**config.mk**
```make
export PLATFORM = sky130hd
export DESIGN_NAME = jt900h_opq
export DESIGN_NICKNAME = d
export VERILOG_FILES = /design/src/rtl/jt900h_pkg.sv /design/src/rtl/jt900h_opq_buf.sv /design/src/rtl/jt900h_opq.sv
export SDC_FILE = /design/constraint.sdc
export NUM_CORES = 1
export LEC_CHECK = 0
export ABC_AREA = 1
export CAP_MARGIN = 15
export CORE_ASPECT_RATIO = 0.5
export CORE_MARGIN = 1.5
export CORE_UTILIZATION = 30
export CTS_BUF_LIST = sky130_fd_sc_hd__clkbuf_8
export CTS_CLUSTER_DIAMETER = 40
export DETAILED_ROUTE_END_ITERATION = 16
export GPL_ROUTABILITY_DRIVEN = 0
export GPL_TIMING_DRIVEN = 0
export PLACE_DENSITY = 0.51
export SLEW_MARGIN = 15
export SYNTH_ARGS = -nofsm -noshare
export SYNTH_HDL_FRONTEND = slang
export SYNTH_SLANG_ARGS = --single-unit
```
**constraint.sdc**
```tcl
create_clock -name clk -period 5.34 [get_ports clk]
set_clock_uncertainty 0.1 [all_clocks]
set_input_delay 1.068 -clock clk [delete_from_list [all_inputs] [get_ports clk]]
set_output_delay 1.068 -clock clk [all_outputs]
set_load 0.02 [all_outputs]
```
**src/rtl/jt900h_pkg.sv**
```systemverilog
`default_nettype none
// +----------------------------------------------------------------------+
// | Module   : jt900h_pkg                                                |
// | Purpose  : Shared constants for the jt900h opcode prefetch queue:    |
// |            address width and the queue FSM state encodings.         |
// | Revision : 1.0  initial release                                      |
// +----------------------------------------------------------------------+
package jt900h_pkg;

  // Width of every CPU-side address (pc, bus_addr, flush_addr)
  localparam int OPQ_AW = 24;

  // Prefetch FSM encodings
  localparam logic [1:0] OPQ_IDLE = 2'd0;  // no bus access in flight
  localparam logic [1:0] OPQ_READ = 2'd1;  // access in flight, data is kept
  localparam logic [1:0] OPQ_DROP = 2'd2;  // access in flight, data is discarded

endpackage
`default_nettype wire

```
**src/rtl/jt900h_opq_buf.sv**
```systemverilog
`default_nettype none
// +----------------------------------------------------------------------+
// | Module   : jt900h_opq_buf                                            |
// | Purpose  : DEPTH-byte circular byte store for the opcode queue.      |
// |            Write port takes one BUSB-byte bus beat and drops its     |
// |            low `skip` bytes; read port returns WIN bytes starting at |
// |            rd_ptr, wrapping around the end of the store.             |
// | Ports    : clk, rst (async, active-low), cen                         |
// |            we, wr_ptr, skip, din  -- write side                      |
// |            rd_ptr, dout           -- rotated read window             |
// | Revision : 1.0  initial release                                      |
// +----------------------------------------------------------------------+
module jt900h_opq_buf #(
  parameter int BUSB  = 2,
  parameter int DEPTH = 8,
  parameter int WIN   = 4
) (
  input  logic                       clk,
  input  logic                       rst,
  input  logic                       cen,
  input  logic                       we,
  input  logic [$clog2(DEPTH)-1:0]   wr_ptr,
  input  logic [1:0]                 skip,
  input  logic [8*BUSB-1:0]          din,
  input  logic [$clog2(DEPTH)-1:0]   rd_ptr,
  output logic [8*WIN-1:0]           dout
);

  localparam int c_pw = $clog2(DEPTH);

  logic [7:0]      r_mem   [DEPTH];
  logic [c_pw-1:0] w_waddr [BUSB];
  logic            w_wen   [BUSB];

  // Bus byte i lands at wr_ptr + i - skip, so the first kept byte of a
  // misaligned beat is stored at wr_ptr and the stream stays contiguous.
  genvar gi;
  generate
    for (gi = 0; gi < BUSB; gi++) begin : g_wr_lane
      localparam logic [c_pw-1:0] c_off  = c_pw'(gi);
      localparam logic [1:0]      c_lane = 2'(gi);
      assign w_waddr[gi] = wr_ptr + c_off - c_pw'(skip);
      assign w_wen[gi]   = we && (c_lane >= skip);
    end
  endgenerate

  always_ff @(posedge clk or negedge rst) begin
    if (!rst) begin
      for (int i = 0; i < DEPTH; i++) r_mem[i] <= 8'd0;
    end else if (cen) begin
      for (int i = 0; i < BUSB; i++) begin
        if (w_wen[i]) r_mem[w_waddr[i]] <= din[8*i +: 8];
      end
    end
  end

  // Read window: byte 0 is the oldest byte, indices wrap mod DEPTH
  generate
    for (gi = 0; gi < WIN; gi++) begin : g_rd_lane
      localparam logic [c_pw-1:0] c_off = c_pw'(gi);
      assign dout[8*gi +: 8] = r_mem[rd_ptr + c_off];
    end
  endgenerate

endmodule
`default_nettype wire

```
**src/rtl/jt900h_opq.sv**
```systemverilog
`default_nettype none
// +----------------------------------------------------------------------+
// | Module   : jt900h_opq                                                |
// | Purpose  : Opcode prefetch queue between memory bus and instruction  |
// |            controller. Fetches BUSB-byte words ahead of execution,   |
// |            presents a WIN-byte window and handles branch flushes to  |
// |            misaligned targets.                                       |
// | Ports    : clk, rst (async, active-low), cen (clock enable)          |
// |            flush, flush_addr      -- redirect                        |
// |            fetched                -- bytes consumed this cycle       |
// |            op, op_ok, op_cnt, pc  -- opcode window                   |
// |            bus_addr, bus_rd, bus_din, bus_ok -- memory bus           |
// |            underrun               -- sticky over-consume flag        |
// | Options  : JT900H_OPQ_CHECK_EN -- clamp fetched to op_cnt and flag   |
// |            underrun; without it underrun is tied low.                |
// | Revision : 1.0  initial release                                      |
// +----------------------------------------------------------------------+
module jt900h_opq
  import jt900h_pkg::*;
#(
  parameter int BUSB  = 2,
  parameter int DEPTH = 8,
  parameter int WIN   = 4
) (
  input  logic                        clk,
  input  logic                        rst,
  input  logic                        cen,
  input  logic                        flush,
  input  logic [OPQ_AW-1:0]           flush_addr,
  input  logic [2:0]                  fetched,
  output logic [8*WIN-1:0]            op,
  output logic                        op_ok,
  output logic [$clog2(DEPTH+1)-1:0]  op_cnt,
  output logic [OPQ_AW-1:0]           pc,
  output logic [OPQ_AW-1:0]           bus_addr,
  output logic                        bus_rd,
  input  logic [8*BUSB-1:0]           bus_din,
  input  logic                        bus_ok,
  output logic                        underrun
);

  localparam int                c_cw    = $clog2(DEPTH+1);
  localparam int                c_pw    = $clog2(DEPTH);
  localparam logic [OPQ_AW-1:0] c_amask = OPQ_AW'(BUSB-1);
  localparam logic [1:0]        c_smask = 2'(BUSB-1);

  logic [1:0]        r_st,       w_st_nxt;
  logic [c_pw-1:0]   r_rd_ptr,   w_rd_ptr_nxt;
  logic [c_pw-1:0]   r_wr_ptr,   w_wr_ptr_nxt;
  logic [c_cw-1:0]   r_cnt,      w_cnt_nxt;
  logic [OPQ_AW-1:0] r_pc,       w_pc_nxt;
  logic [OPQ_AW-1:0] r_bus_addr, w_bus_addr_nxt;
  logic [1:0]        r_skip,     w_skip_nxt;

  logic              w_wr;
  logic [c_cw-1:0]   w_wr_bytes;
  logic [c_cw-1:0]   w_fetch;
  logic              w_space_ok;

  // A beat is only accepted in READ, on an enabled cycle, and never when a
  // flush arrives at the same time (flush wins over bus_ok).
  assign w_wr       = cen && !flush && (r_st == OPQ_READ) && bus_ok;
  assign w_wr_bytes = c_cw'(BUSB) - c_cw'(r_skip);

  // count + BUSB <= DEPTH, written without subtraction to avoid underflow
  assign w_space_ok = ({1'b0, r_cnt} + (c_cw+1)'(BUSB)) <= (c_cw+1)'(DEPTH);

`ifdef JT900H_OPQ_CHECK_EN
  localparam int c_xw = (c_cw > 3) ? c_cw : 3;

  logic w_over;
  logic r_underrun;

  assign w_over  = c_xw'(fetched) > c_xw'(r_cnt);
  assign w_fetch = w_over ? r_cnt : c_cw'(fetched);

  // Sticky until reset or flush; a flush cycle ignores fetched entirely
  always_ff @(posedge clk or negedge rst) begin
    if (!rst) begin
      r_underrun <= 1'b0;
    end else if (cen) begin
      if (flush)       r_underrun <= 1'b0;
      else if (w_over) r_underrun <= 1'b1;
    end
  end

  assign underrun = r_underrun;
`else
  assign w_fetch  = c_cw'(fetched);
  assign underrun = 1'b0;
`endif

  always_comb begin
    w_st_nxt       = r_st;
    w_rd_ptr_nxt   = r_rd_ptr;
    w_wr_ptr_nxt   = r_wr_ptr;
    w_cnt_nxt      = r_cnt;
    w_pc_nxt       = r_pc;
    w_bus_addr_nxt = r_bus_addr;
    w_skip_nxt     = r_skip;

    if (flush) begin
      w_rd_ptr_nxt   = '0;
      w_wr_ptr_nxt   = '0;
      w_cnt_nxt      = '0;
      w_pc_nxt       = flush_addr;
      w_bus_addr_nxt = flush_addr & ~c_amask;
      w_skip_nxt     = flush_addr[1:0] & c_smask;
      // An access still in flight must be drained and its data dropped.
      // If it completes in this very cycle there is nothing left to drain,
      // so the new aligned read can be issued straight away.
      case (r_st)
        OPQ_READ, OPQ_DROP: w_st_nxt = bus_ok ? OPQ_READ : OPQ_DROP;
        default:            w_st_nxt = OPQ_READ;
      endcase
    end else begin
      w_cnt_nxt    = r_cnt + (w_wr ? w_wr_bytes : '0) - w_fetch;
      w_rd_ptr_nxt = r_rd_ptr + c_pw'(w_fetch);
      w_pc_nxt     = r_pc + OPQ_AW'(w_fetch);
      if (w_wr) begin
        w_wr_ptr_nxt   = r_wr_ptr + c_pw'(w_wr_bytes);
        w_bus_addr_nxt = r_bus_addr + OPQ_AW'(BUSB);
        w_skip_nxt     = 2'd0;
      end
      case (r_st)
        OPQ_IDLE: if (w_space_ok) w_st_nxt = OPQ_READ;
        OPQ_READ: if (bus_ok)     w_st_nxt = OPQ_IDLE;
        OPQ_DROP: if (bus_ok)     w_st_nxt = OPQ_IDLE;
        default:                  w_st_nxt = OPQ_IDLE;
      endcase
    end
  end

  always_ff @(posedge clk or negedge rst) begin
    if (!rst) begin
      r_st       <= OPQ_IDLE;
      r_rd_ptr   <= '0;
      r_wr_ptr   <= '0;
      r_cnt      <= '0;
      r_pc       <= '0;
      r_bus_addr <= '0;
      r_skip     <= '0;
    end else if (cen) begin
      r_st       <= w_st_nxt;
      r_rd_ptr   <= w_rd_ptr_nxt;
      r_wr_ptr   <= w_wr_ptr_nxt;
      r_cnt      <= w_cnt_nxt;
      r_pc       <= w_pc_nxt;
      r_bus_addr <= w_bus_addr_nxt;
      r_skip     <= w_skip_nxt;
    end
  end

  jt900h_opq_buf #(
    .BUSB  (BUSB),
    .DEPTH (DEPTH),
    .WIN   (WIN)
  ) u_buf (
    .clk    (clk),
    .rst    (rst),
    .cen    (cen),
    .we     (w_wr),
    .wr_ptr (r_wr_ptr),
    .skip   (r_skip),
    .din    (bus_din),
    .rd_ptr (r_rd_ptr),
    .dout   (op)
  );

  assign bus_rd   = (r_st != OPQ_IDLE);
  assign bus_addr = r_bus_addr;
  assign op_cnt   = r_cnt;
  assign op_ok    = (r_cnt >= c_cw'(WIN));
  assign pc       = r_pc;

endmodule
`default_nettype wire

```
==> flow_summary.ini <==
[worst_setup_path]
timing.rr.start = r_skip[0]
arrival_ns = 3.70
startpoint = r_rd_ptr[0]
critPathKind = register to output port
cp_data_required_time_ns = 4.17
endpoint_kind = output port
path_max_fanout = 10
cp-start-kind = register

[cts]
htreeDepth = 4
cts_buffers = 17
cts_sinks = 124
clkSlewWorstSetupHoldPaths_ns = 0.08
cts_resized = 0
postCtsSetupBuffers = 0
clock-root-buffer = clkbuf_8
postCtsHoldBufs = 0
clockBufferDepth = 2
cts_tree = built
clock_latency_ns = 0.47

[floorplanning]
std_cell_rows = 47
io-pin-count = 135
initial_core_util = 0.307
dieHeight_um = 134
dieArea_um2 = 35300
die_x_um = 264
core_um2 = 33300

[status]
status = complete, no violations

[layout]
final_common_cell = nand2_1
n_antenna_cell = 0
final_cell_area_um2 = 12500
final_cell_mix = nand2_1 (747), nand3_1 (139), dfrtp_1 (124), clkdlybuf4s50_1 (122), inv_1 (103)
instances_no_fill = 2199
layout-drive-gt1-share = 0.0654
area_delta_synth_final_pct = 21.7
nNetsFinal = 1819
utilization = 0.374
fillers = 3569

[power]
ir_drop_mv = 0.171
leakagePower_uw = 0.00635
p_per_area_nw_per_um2 = 392

[grt]
gr-total-overflow = 0
grt_max_degree = 67
track_usage = 0.219
grt_pass1_wl_um = 59100
antenna_found_initial = 0
grt_pass1_vias = 10100

[drt]
routed_via_density = 4.90
firstDrtPassIters = 6
drtIter0Drc = 867
vias = 10800
ant_nets = 0
routedWlPerCell_um = 17.4
routed_wl_um = 38200
drc = 0

[synthesis]
synthCells = 1602
async_reset_ff_frac = 1.00
netlist_area_um2 = 10200
ys_types = 48
yosys_warnings = 0
synth_seq_cells = 124
syn_area_per_cell_um2 = 6.40
ys_seq_area_frac = 0.303
synth-edff-count = 0
ys_dominant_reg_cell = dfrtp_1

[sta]
max_freq_mhz = 205
fin_crit_ns = 4.87
final.setup.tns_ns = 0
relSlewSlack = 0.528
grt_setup_unrepaired = false
slew_violations = 0
hold_violations = 0
fin_crit_sh = 0.911
setup_viol = 0
worst_pin_slew_ns = 0.708

[worst_hold_path]
hold_start = r_st[1]
hp-class = register to register

[run]
cap_violations = 0

[place]
placed_cell_area_um2 = 12100
hpwl_um = 29400
port_buffers = 123
dp.cells = 2168
[per-stage QoR]
| step | hold slack, ns | setup slack (ns) | total power, uW |
|---|---|---|---|
| final | 0.375 | 0.474 | 4890 |
| after global routing | 0.397 | 0.179 | 5270 |
| after CTS | 0.382 | 0.436 | 4920 |
| after detailed placement | 0.364 | 0.971 | 4000 |
| after global placement | 0.363 | -2.44 | 3990 |
| after floorplan | 0.342 | 2.00 | 3000 |
[cells by family after synthesis]
| kind of cell | after synthesis | synth area share |
|---|---|---|
| and+or+nand+nor | 1037 | 0.419 |
| buffers and inverters | 188 | 0.105 |
| AOI/OAI and AO/OA | 185 | 0.0981 |
| DFF | 124 | 0.303 |
| muxes | 28 | 0.0274 |
| adders and majority gates | 25 | 0.0342 |
| xor gates and xnor gates | 14 | 0.0134 |
| other | 1 | 0.000366 |
[cells in the mapped netlist, types with 7 or more instances]
master	number	area [um2]
a21oi_1	100	500
clkbuf_1	30	113
dfrtp_1	124	3100
nand4_1	19	119
inv_1	102	383
a31oi_1	9	56.3
mux2i_1	28	280
o21bai_1	7	52.6
o21ai_0	49	245
nor2_1	96	360
nand2_4	10	113
o22ai_1	8	50.1
bufbuf_16	8	260
nand2_1	747	2800
nor2_2	10	62.6
inv_2	15	56.3
nand3_1	139	696
buf_2	12	60.1
ha_1	20	250
[power breakdown]
part           internal (uW)  switching (uW)  total [uW]  leakage [uW]
Sequential              1200             409        1610       0.00159
Combinational            959            1420        2380       0.00456
Clock                    480             421         901      0.000209
[worst max-delay path: stages, from the launching register on]
cell             delay, ns
dfrtp_1               0.38
clkbuf_1              0.42
inv_1                 0.13
buf_2                 0.21
buf_2                 0.20
ha_1                  0.29
clkbuf_1              0.23
inv_1                 0.13
clkbuf_1              0.26
nand2_1               0.13
nand3_1               0.12
nand2_1               0.11
clkdlybuf4s50_1       0.60
[metal layers]
layer | share of wire | global-route usage | up-vias
met5 | 0 | 0 | -
met4 | 0.022 | 0.0670 | 0
met3 | 0.047 | 0.0335 | 48
met2 | 0.46 | 0.358 | 290
met1 | 0.47 | 0.298 | 5035
li1 | - | - | 5401
[worst paths after layout]
kind	slack (ns)	end	cells after the start
hold reg to reg	0.37	r_st[1]	2
max in group asynchronous	3.96	u_buf.r_mem[62]	2
setup reg to reg	2.69	u_buf.r_mem[41]	11
min in group asynchronous	0.42	u_buf.r_mem[24]	1
hold / removal	0.37	r_st[1]	2
setup / recovery	0.47	op[11]	12
[state kept, by name, indices dropped and copies added (netlist names)]
| signal | flops |
|---|---|
| r_st | 2 |
| r_wr_ptr | 3 |
| bus_addr | 23 |
| r_rd_ptr | 3 |
| op_cnt | 4 |
| r_skip | 1 |
| u_buf.r_mem | 64 |
| pc | 24 |
[area by class of cell]
class                   count  area [um2]  area share
multi-input cells        1291        6080       0.487
flip-flops and latches    124        3100       0.249
repair buffers            124        1260       0.101
plain buffers              67         601      0.0481
well taps                 441         552      0.0442
inverters                 121         470      0.0377
clock buffers              19         262      0.0210
clock inverters            12         146      0.0117
(Power assumes the default switching activity.)
